File: src/rtl/rx_preamble_sfd_detector_if.sv
// rx_preamble_sfd_detector_if: GMII-style PHY receive bus plus the stripped-frame and statistics outputs
interface rx_preamble_sfd_detector_if #(
  parameter int CNT_WIDTH = 16
);
  logic                 phy_rx_dv;
  logic [7:0]           phy_rxd;
  logic                 phy_rx_er;
  logic                 rx_en;
  logic [7:0]           rx_data;
  logic                 rx_data_valid;
  logic                 rx_sof;
  logic                 rx_eof;
  logic                 rx_err;
  logic [15:0]          frame_len;
  logic [CNT_WIDTH-1:0] stat_good;
  logic [CNT_WIDTH-1:0] stat_bad;
  logic [CNT_WIDTH-1:0] stat_align_err;
  modport master (
    output phy_rx_dv, phy_rxd, phy_rx_er,
    input  rx_en, rx_data, rx_data_valid, rx_sof, rx_eof, rx_err, frame_len,
    input  stat_good, stat_bad, stat_align_err
  );
  modport slave (
    input  phy_rx_dv, phy_rxd, phy_rx_er,
    output rx_en, rx_data, rx_data_valid, rx_sof, rx_eof, rx_err, frame_len,
    output stat_good, stat_bad, stat_align_err
  );
endinterface

File: src/rtl/rx_preamble_sfd_detector.sv
// rx_preamble_sfd_detector: hunts 0x55 preamble + 0xD5 SFD, strips them and forwards frame bytes
// through a one-byte hold register so the last byte can carry rx_eof; keeps saturating frame statistics.
module rx_preamble_sfd_detector #(
  parameter int MIN_PREAMBLE  = 1,
  parameter int MAX_PREAMBLE  = 7,
  parameter int MIN_FRAME_LEN = 64,
  parameter int MAX_FRAME_LEN = 1518,
  parameter int CNT_WIDTH     = 16
) (
  input logic                       clk,
  input logic                       rst_n,
  rx_preamble_sfd_detector_if.slave bus
);
  typedef enum logic [1:0] {DROP, IDLE, PRE, DATA} state_t;
  localparam int PW = $clog2(MAX_PREAMBLE + 1);
  localparam logic [PW-1:0] MIN_P = PW'(MIN_PREAMBLE);
  localparam logic [PW-1:0] MAX_P = PW'(MAX_PREAMBLE);
  localparam logic [15:0] MIN_L = 16'(MIN_FRAME_LEN);
  localparam logic [15:0] MAX_L = 16'(MAX_FRAME_LEN);
  state_t               state_q, state_d;
  logic [PW-1:0]        pcnt_q, pcnt_d;
  logic [7:0]           hold_q, hold_d;
  logic                 hold_v_q, hold_v_d;
  logic                 first_q, first_d;
  logic                 bad_q, bad_d;
  logic [15:0]          blen_q, blen_d;
  logic                 en_q, en_d;
  logic [7:0]           data_q, data_d;
  logic                 valid_q, valid_d;
  logic                 sof_q, sof_d;
  logic                 eof_q, eof_d;
  logic                 err_q, err_d;
  logic [15:0]          len_q, len_d;
  logic [CNT_WIDTH-1:0] sg_q, sg_d, sb_q, sb_d, sa_q, sa_d;
  logic                 dv, er, is_55, is_d5, go_pre, pre_more, sfd, align;
  logic                 oversize, eof, emit, load, frame_bad;
  always_ff @(posedge clk or negedge rst_n) begin
    if (!rst_n) begin
      state_q  <= DROP;
      pcnt_q   <= '0;
      hold_q   <= '0;
      hold_v_q <= 1'b0;
      first_q  <= 1'b0;
      bad_q    <= 1'b0;
      blen_q   <= '0;
      en_q     <= 1'b0;
      data_q   <= '0;
      valid_q  <= 1'b0;
      sof_q    <= 1'b0;
      eof_q    <= 1'b0;
      err_q    <= 1'b0;
      len_q    <= '0;
      sg_q     <= '0;
      sb_q     <= '0;
      sa_q     <= '0;
    end else begin
      state_q  <= state_d;
      pcnt_q   <= pcnt_d;
      hold_q   <= hold_d;
      hold_v_q <= hold_v_d;
      first_q  <= first_d;
      bad_q    <= bad_d;
      blen_q   <= blen_d;
      en_q     <= en_d;
      data_q   <= data_d;
      valid_q  <= valid_d;
      sof_q    <= sof_d;
      eof_q    <= eof_d;
      err_q    <= err_d;
      len_q    <= len_d;
      sg_q     <= sg_d;
      sb_q     <= sb_d;
      sa_q     <= sa_d;
    end
  end
  always_comb begin
    dv        = bus.phy_rx_dv;
    er        = bus.phy_rx_er;
    is_55     = dv && !er && bus.phy_rxd == 8'h55;
    is_d5     = dv && !er && bus.phy_rxd == 8'hD5;
    go_pre    = state_q == IDLE && is_55;
    pre_more  = state_q == PRE && is_55 && pcnt_q < MAX_P;
    sfd       = state_q == PRE && is_d5 && pcnt_q >= MIN_P;
    align     = (state_q == IDLE || state_q == PRE) && dv && !(go_pre || pre_more || sfd);
    oversize  = state_q == DATA && dv && blen_q == MAX_L;
    eof       = (state_q == DATA && !dv) || oversize;
    emit      = state_q == DATA && hold_v_q;
    load      = state_q == DATA && dv && !oversize;
    // an empty hold at end of frame means nothing followed the SFD
    frame_bad = bad_q || oversize || !hold_v_q || blen_q < MIN_L;
    state_d   = (align || oversize) ? DROP : go_pre ? PRE : sfd ? DATA : !dv ? IDLE : state_q;
    pcnt_d    = go_pre ? PW'(1) : pre_more ? pcnt_q + 1'b1 : pcnt_q;
    hold_d    = load ? bus.phy_rxd : hold_q;
    hold_v_d  = load || (hold_v_q && !eof);
    first_d   = sfd || (first_q && !emit);
    bad_d     = !sfd && (bad_q || (load && er));
    blen_d    = sfd ? '0 : load ? blen_q + 16'd1 : blen_q;
  end
  always_comb begin
    en_d    = state_d == DATA || eof;
    valid_d = emit;
    data_d  = emit ? hold_q : data_q;
    sof_d   = emit && first_q;
    eof_d   = eof;
    err_d   = eof && frame_bad;
    len_d   = eof ? blen_q : '0;
    sg_d    = (eof && !frame_bad && !(&sg_q)) ? sg_q + 1'b1 : sg_q;
    sb_d    = (eof && frame_bad && !(&sb_q)) ? sb_q + 1'b1 : sb_q;
    sa_d    = (align && !(&sa_q)) ? sa_q + 1'b1 : sa_q;
  end
  assign bus.rx_en          = en_q;
  assign bus.rx_data        = data_q;
  assign bus.rx_data_valid  = valid_q;
  assign bus.rx_sof         = sof_q;
  assign bus.rx_eof         = eof_q;
  assign bus.rx_err         = err_q;
  assign bus.frame_len      = len_q;
  assign bus.stat_good      = sg_q;
  assign bus.stat_bad       = sb_q;
  assign bus.stat_align_err = sa_q;
endmodule

File: src/flat_wrapper.sv
// flat-port wrapper written by rule: the top's interface ports become plain ports
module rx_preamble_sfd_detector_flat 
#(
  parameter int MIN_PREAMBLE  = 1,
  parameter int MAX_PREAMBLE  = 7,
  parameter int MIN_FRAME_LEN = 64,
  parameter int MAX_FRAME_LEN = 1518,
  parameter int CNT_WIDTH     = 16
)
  (clk, rst_n, bus_phy_rx_dv, bus_phy_rxd, bus_phy_rx_er, bus_rx_en, bus_rx_data, bus_rx_data_valid, bus_rx_sof, bus_rx_eof, bus_rx_err, bus_frame_len, bus_stat_good, bus_stat_bad, bus_stat_align_err);
  rx_preamble_sfd_detector_if #(.CNT_WIDTH(CNT_WIDTH)) bus_i ();
  input logic clk;
  input logic rst_n;
  input wire logic [$bits(bus_i.phy_rx_dv)-1:0] bus_phy_rx_dv;
  input wire logic [$bits(bus_i.phy_rxd)-1:0] bus_phy_rxd;
  input wire logic [$bits(bus_i.phy_rx_er)-1:0] bus_phy_rx_er;
  output wire logic [$bits(bus_i.rx_en)-1:0] bus_rx_en;
  output wire logic [$bits(bus_i.rx_data)-1:0] bus_rx_data;
  output wire logic [$bits(bus_i.rx_data_valid)-1:0] bus_rx_data_valid;
  output wire logic [$bits(bus_i.rx_sof)-1:0] bus_rx_sof;
  output wire logic [$bits(bus_i.rx_eof)-1:0] bus_rx_eof;
  output wire logic [$bits(bus_i.rx_err)-1:0] bus_rx_err;
  output wire logic [$bits(bus_i.frame_len)-1:0] bus_frame_len;
  output wire logic [$bits(bus_i.stat_good)-1:0] bus_stat_good;
  output wire logic [$bits(bus_i.stat_bad)-1:0] bus_stat_bad;
  output wire logic [$bits(bus_i.stat_align_err)-1:0] bus_stat_align_err;
  assign bus_i.phy_rx_dv = bus_phy_rx_dv;
  assign bus_i.phy_rxd = bus_phy_rxd;
  assign bus_i.phy_rx_er = bus_phy_rx_er;
  assign bus_rx_en = bus_i.rx_en;
  assign bus_rx_data = bus_i.rx_data;
  assign bus_rx_data_valid = bus_i.rx_data_valid;
  assign bus_rx_sof = bus_i.rx_sof;
  assign bus_rx_eof = bus_i.rx_eof;
  assign bus_rx_err = bus_i.rx_err;
  assign bus_frame_len = bus_i.frame_len;
  assign bus_stat_good = bus_i.stat_good;
  assign bus_stat_bad = bus_i.stat_bad;
  assign bus_stat_align_err = bus_i.stat_align_err;
  rx_preamble_sfd_detector #(.MIN_PREAMBLE(MIN_PREAMBLE), .MAX_PREAMBLE(MAX_PREAMBLE), .MIN_FRAME_LEN(MIN_FRAME_LEN), .MAX_FRAME_LEN(MAX_FRAME_LEN), .CNT_WIDTH(CNT_WIDTH)) u_core (.clk(clk), .rst_n(rst_n), .bus(bus_i));
endmodule
File: config.mk
export PLATFORM = sky130hd
export DESIGN_NAME = rx_preamble_sfd_detector_flat
export DESIGN_NICKNAME = d
export VERILOG_FILES = /design/src/rtl/rx_preamble_sfd_detector_if.sv /design/src/rtl/rx_preamble_sfd_detector.sv /design/src/flat_wrapper.sv
export SDC_FILE = /design/constraint.sdc
export NUM_CORES = 1
export LEC_CHECK = 0
export BUFFER_PORTS_ARGS = -buffer_cell sky130_fd_sc_hd__clkbuf_2
export CAP_MARGIN = 15
export CORE_MARGIN = 2
export CORE_UTILIZATION = 60
export DETAILED_ROUTE_END_ITERATION = 12
export PLACE_DENSITY = 0.85
export SYNTH_ARGS = -nofsm -noshare
export SYNTH_HDL_FRONTEND = slang
export SYNTH_SLANG_ARGS = --single-unit
File: constraint.sdc
create_clock -name clk -period 5.85 [get_ports clk]
set_clock_uncertainty 0.1 [all_clocks]
set_input_delay 1.17 -clock clk [delete_from_list [all_inputs] [get_ports clk]]
set_output_delay 1.17 -clock clk [all_outputs]
set_load 0.02 [all_outputs]
==> impl_metrics.ini <==
[outcome]
status = finished, final reports clean

[die]
coreArea_sq_um = 7767
die_area_sq_um = 8753
pin_count = 89
row_count = 32
die_h_um = 93.56
initial_core_util = 0.6195
die_w_um = 93.56

[drt]
drtPass1Iterations = 4
wl_per_cell_um = 14.89
ant_nets = 0
drc = 0
routed_wirelength_um = 9276
vias_per_cell = 5.589
vias = 3482
drt_iter0_markers = 135

[power]
p_comb_frac = 0.085
power.net_switching_uw = 350.6
leakagePower_uw = 0.002782
power-per-cell-area_nw_per_um2 = 245.2
seqPwrFrac = 0.592
peakVddDrop_mv = 0.1443
swShare = 0.2559
p_int_uw = 1019
clkPwrFrac = 0.323

[worst_setup_path]
worstSetupPathType = in -> reg
crit_chain = clkbuf_2 -> nor4bb_1 -> nand3_1 -> a21oi_1 -> nor4_2 -> buf_4 -> mux2_2
worstPathArrival_ps = 2950
worst-path-max-fanout = 16
cp_data_required_time_ps = 6010
critPathSlowestCell = nor4bb_1
crit_path_start_kind = input pin
slowest_delay_ps = 500
worst_setup_path_end_kind = register

[cts]
clk_pin_slew_ps = 90
cts_sinks = 109
clock_latency_ps = 370
cts_htree_levels = 3
clockBufferDepth = 2
post_cts_buffers = 0
cts_tree = yes
clockRootBuffer = clkbuf_8
ctsHoldBuffers = 0
cts_resized = 0
cts-buffers-inserted = 9

[global_routing]
grt_pass1_wl_um = 15780
grt_max_degree = 64
grt_use_total = 0.2285
antenna_found_initial = 0
grt_overflow = 0
grt_pass1_vias = 3406

[cells_and_area]
finish.instance_area_sq_um = 5587
antenna_cells = 0
area.growth.synth_to_final_pct = 16.09
final_cell_mix = dfrtp_1, clkbuf_2, xnor2_1
mostFrequentLayoutCell = dfrtp_1
nFillCells = 581
ff_latch_area_sq_um = 2728
drive_gt1_frac = 0.2630
multi_input_area_sq_um = 2018
fin_nets = 538

[timing]
hold_viol = 0
setup_tns_ps = 0
setup_viol = 0
grt_setup_unrepaired = false
post-route-period-util = 0.4766
fmax_ghz = 0.3587
relSlewSlack = 0.4922
finalMaxSlewViolations = 0
tightestPinTransition_ps = 761.7
period_needed_ps = 2788

[run]
max_cap_viol_count = 0

[worst_hold_path]
hp-class = reg -> reg

[logic_synthesis]
syn_nets = 441
syn-instance-count = 419
ys_seq_area_frac = 0.5668
synth.avg_cell_area_sq_um = 11.48
synth.distinct_cells = 45
synth_seq_cells = 109
synth_area_sq_um = 4812
yosys_warnings = 0

[placement]
portBuffers = 88
hpwl_um = 6568
placed_area_sq_um = 5395
place.gp.congestion = 0.8611
layout make-up:
type / count / area share
timing repair buffer: 92 / 0.08466
inverter: 13 / 0.008735
clock buffer: 10 / 0.02284
clock inverter: 6 / 0.01142
tap: 102 / 0.02284
multi-input combinational: 291 / 0.3613
sequential: 109 / 0.4882
registers in the layout, indices dropped and copies added, names as in the netlist, 2 cells and up:
signal                     count
u_core.bus.frame_len          16
u_core.bus.stat_good          16
u_core.pcnt_q                  3
u_core.bus.stat_align_err     16
u_core.state_q                 2
u_core.blen_q                 16
u_core.bus.stat_bad           16
u_core.bus.rx_data             8
u_core.hold_q                  8
power by group through the flow:
| stage | registers (uW) | logic, uW | clock network, uW |
|---|---|---|---|
| 3_5_place_dp | 826 | 118 | 0 |
| 4_1_cts | 811 | 119 | 456 |
| 3_3_place_gp | 822 | 115 | 0 |
| 2_1_floorplan | 844 | 43.2 | 0 |
| 6_report | 811 | 116 | 443 |
| 5_1_grt | 816 | 133 | 483 |
worst paths after layout:
check | start | end | slack (ps) | cells after the start
min in group asynchronous | rst_n | u_core.blen_q[14] | 700 | 1
worst max register to register | u_core.blen_q[0] | u_core.bus.stat_bad[1] | 3230 | 7
max in group asynchronous | rst_n | u_core.bus.rx_data[7] | 3770 | 2
worst max-delay path | bus_phy_rxd[3] | u_core.bus.stat_align_err[1] | 3060 | 7
worst min-delay path | u_core.first_q | u_core.first_q | 390 | 2
worst min register to register | u_core.first_q | u_core.first_q | 390 | 2
Yosys cell counts (all sizes together):
cell / instances / area share
o311ai: 1 / 0.0018
mux2i: 2 / 0.0042
a211oi: 1 / 0.0016
a311o: 1 / 0.0021
inv: 13 / 0.010
o31ai: 3 / 0.0047
or2: 2 / 0.0026
mux2: 19 / 0.044
clkbuf: 6 / 0.0047
nor4bb: 2 / 0.0042
nor4b: 1 / 0.0018
nor3: 8 / 0.012
a21oi: 9 / 0.0094
a2111o: 1 / 0.0023
or4: 3 / 0.0055
o22ai: 3 / 0.0039
nand3: 29 / 0.030
or4b: 1 / 0.0021
o32ai: 1 / 0.0018
a31oi: 2 / 0.0026
nand2: 28 / 0.022
nand4b: 1 / 0.0018
xnor2: 41 / 0.075
nor2b: 3 / 0.0039
nand2b: 2 / 0.0026
or3: 3 / 0.0039
o21ai: 6 / 0.0070
nand4: 24 / 0.031
nand3b: 1 / 0.0016
dfrtp: 109 / 0.57
nor2: 30 / 0.024
and3: 15 / 0.020
nand4bb: 1 / 0.0023
xor2: 14 / 0.025
nor4: 3 / 0.0083
and2: 17 / 0.022
ha: 10 / 0.026
and4: 3 / 0.0055
kinds of logic after synthesis:
group           Yosys count  synth area share
mux                      21           0.04862
xor+xnor                 55            0.1001
fa+ha+maj                10           0.02600
flops                   109            0.5668
compound gates           28           0.03718
buf+inv                  19           0.01482
simple gates            177            0.2064
stage by stage:
step	util	std cells	total power (uW)	hold slack, ps	worst slack [ps]
6_report	0.7192	623	1370	392.2	3062
3_5_place_dp	0.6946	607	943.8	374.0	2725
2_1_floorplan	-	419	887.6	339.8	2988
5_1_grt	0.7192	623	1432	406.4	2923
4_1_cts	0.7192	623	1385	398.1	3123
3_3_place_gp	0.6946	607	936.6	352.5	2780
critical path: cells and delay by family:
| family | cells | cell delay, ps |
|---|---|---|
| simple gates | 3 | 850 |
| compound gates | 1 | 340 |
| buf+inv | 2 | 290 |
| mux | 1 | 280 |
layer usage:
| metal | vias to the layer above | track usage | share of wire |
|---|---|---|---|
| li1 | 1657 | - | - |
| met4 | 0 | 0.09179 | 0.015 |
| met1 | 1715 | 0.3024 | 0.45 |
| met5 | - | 0 | 0 |
| met3 | 11 | 0.05963 | 0.058 |
| met2 | 99 | 0.3621 | 0.48 |
Power figures use the tool's default switching activity.
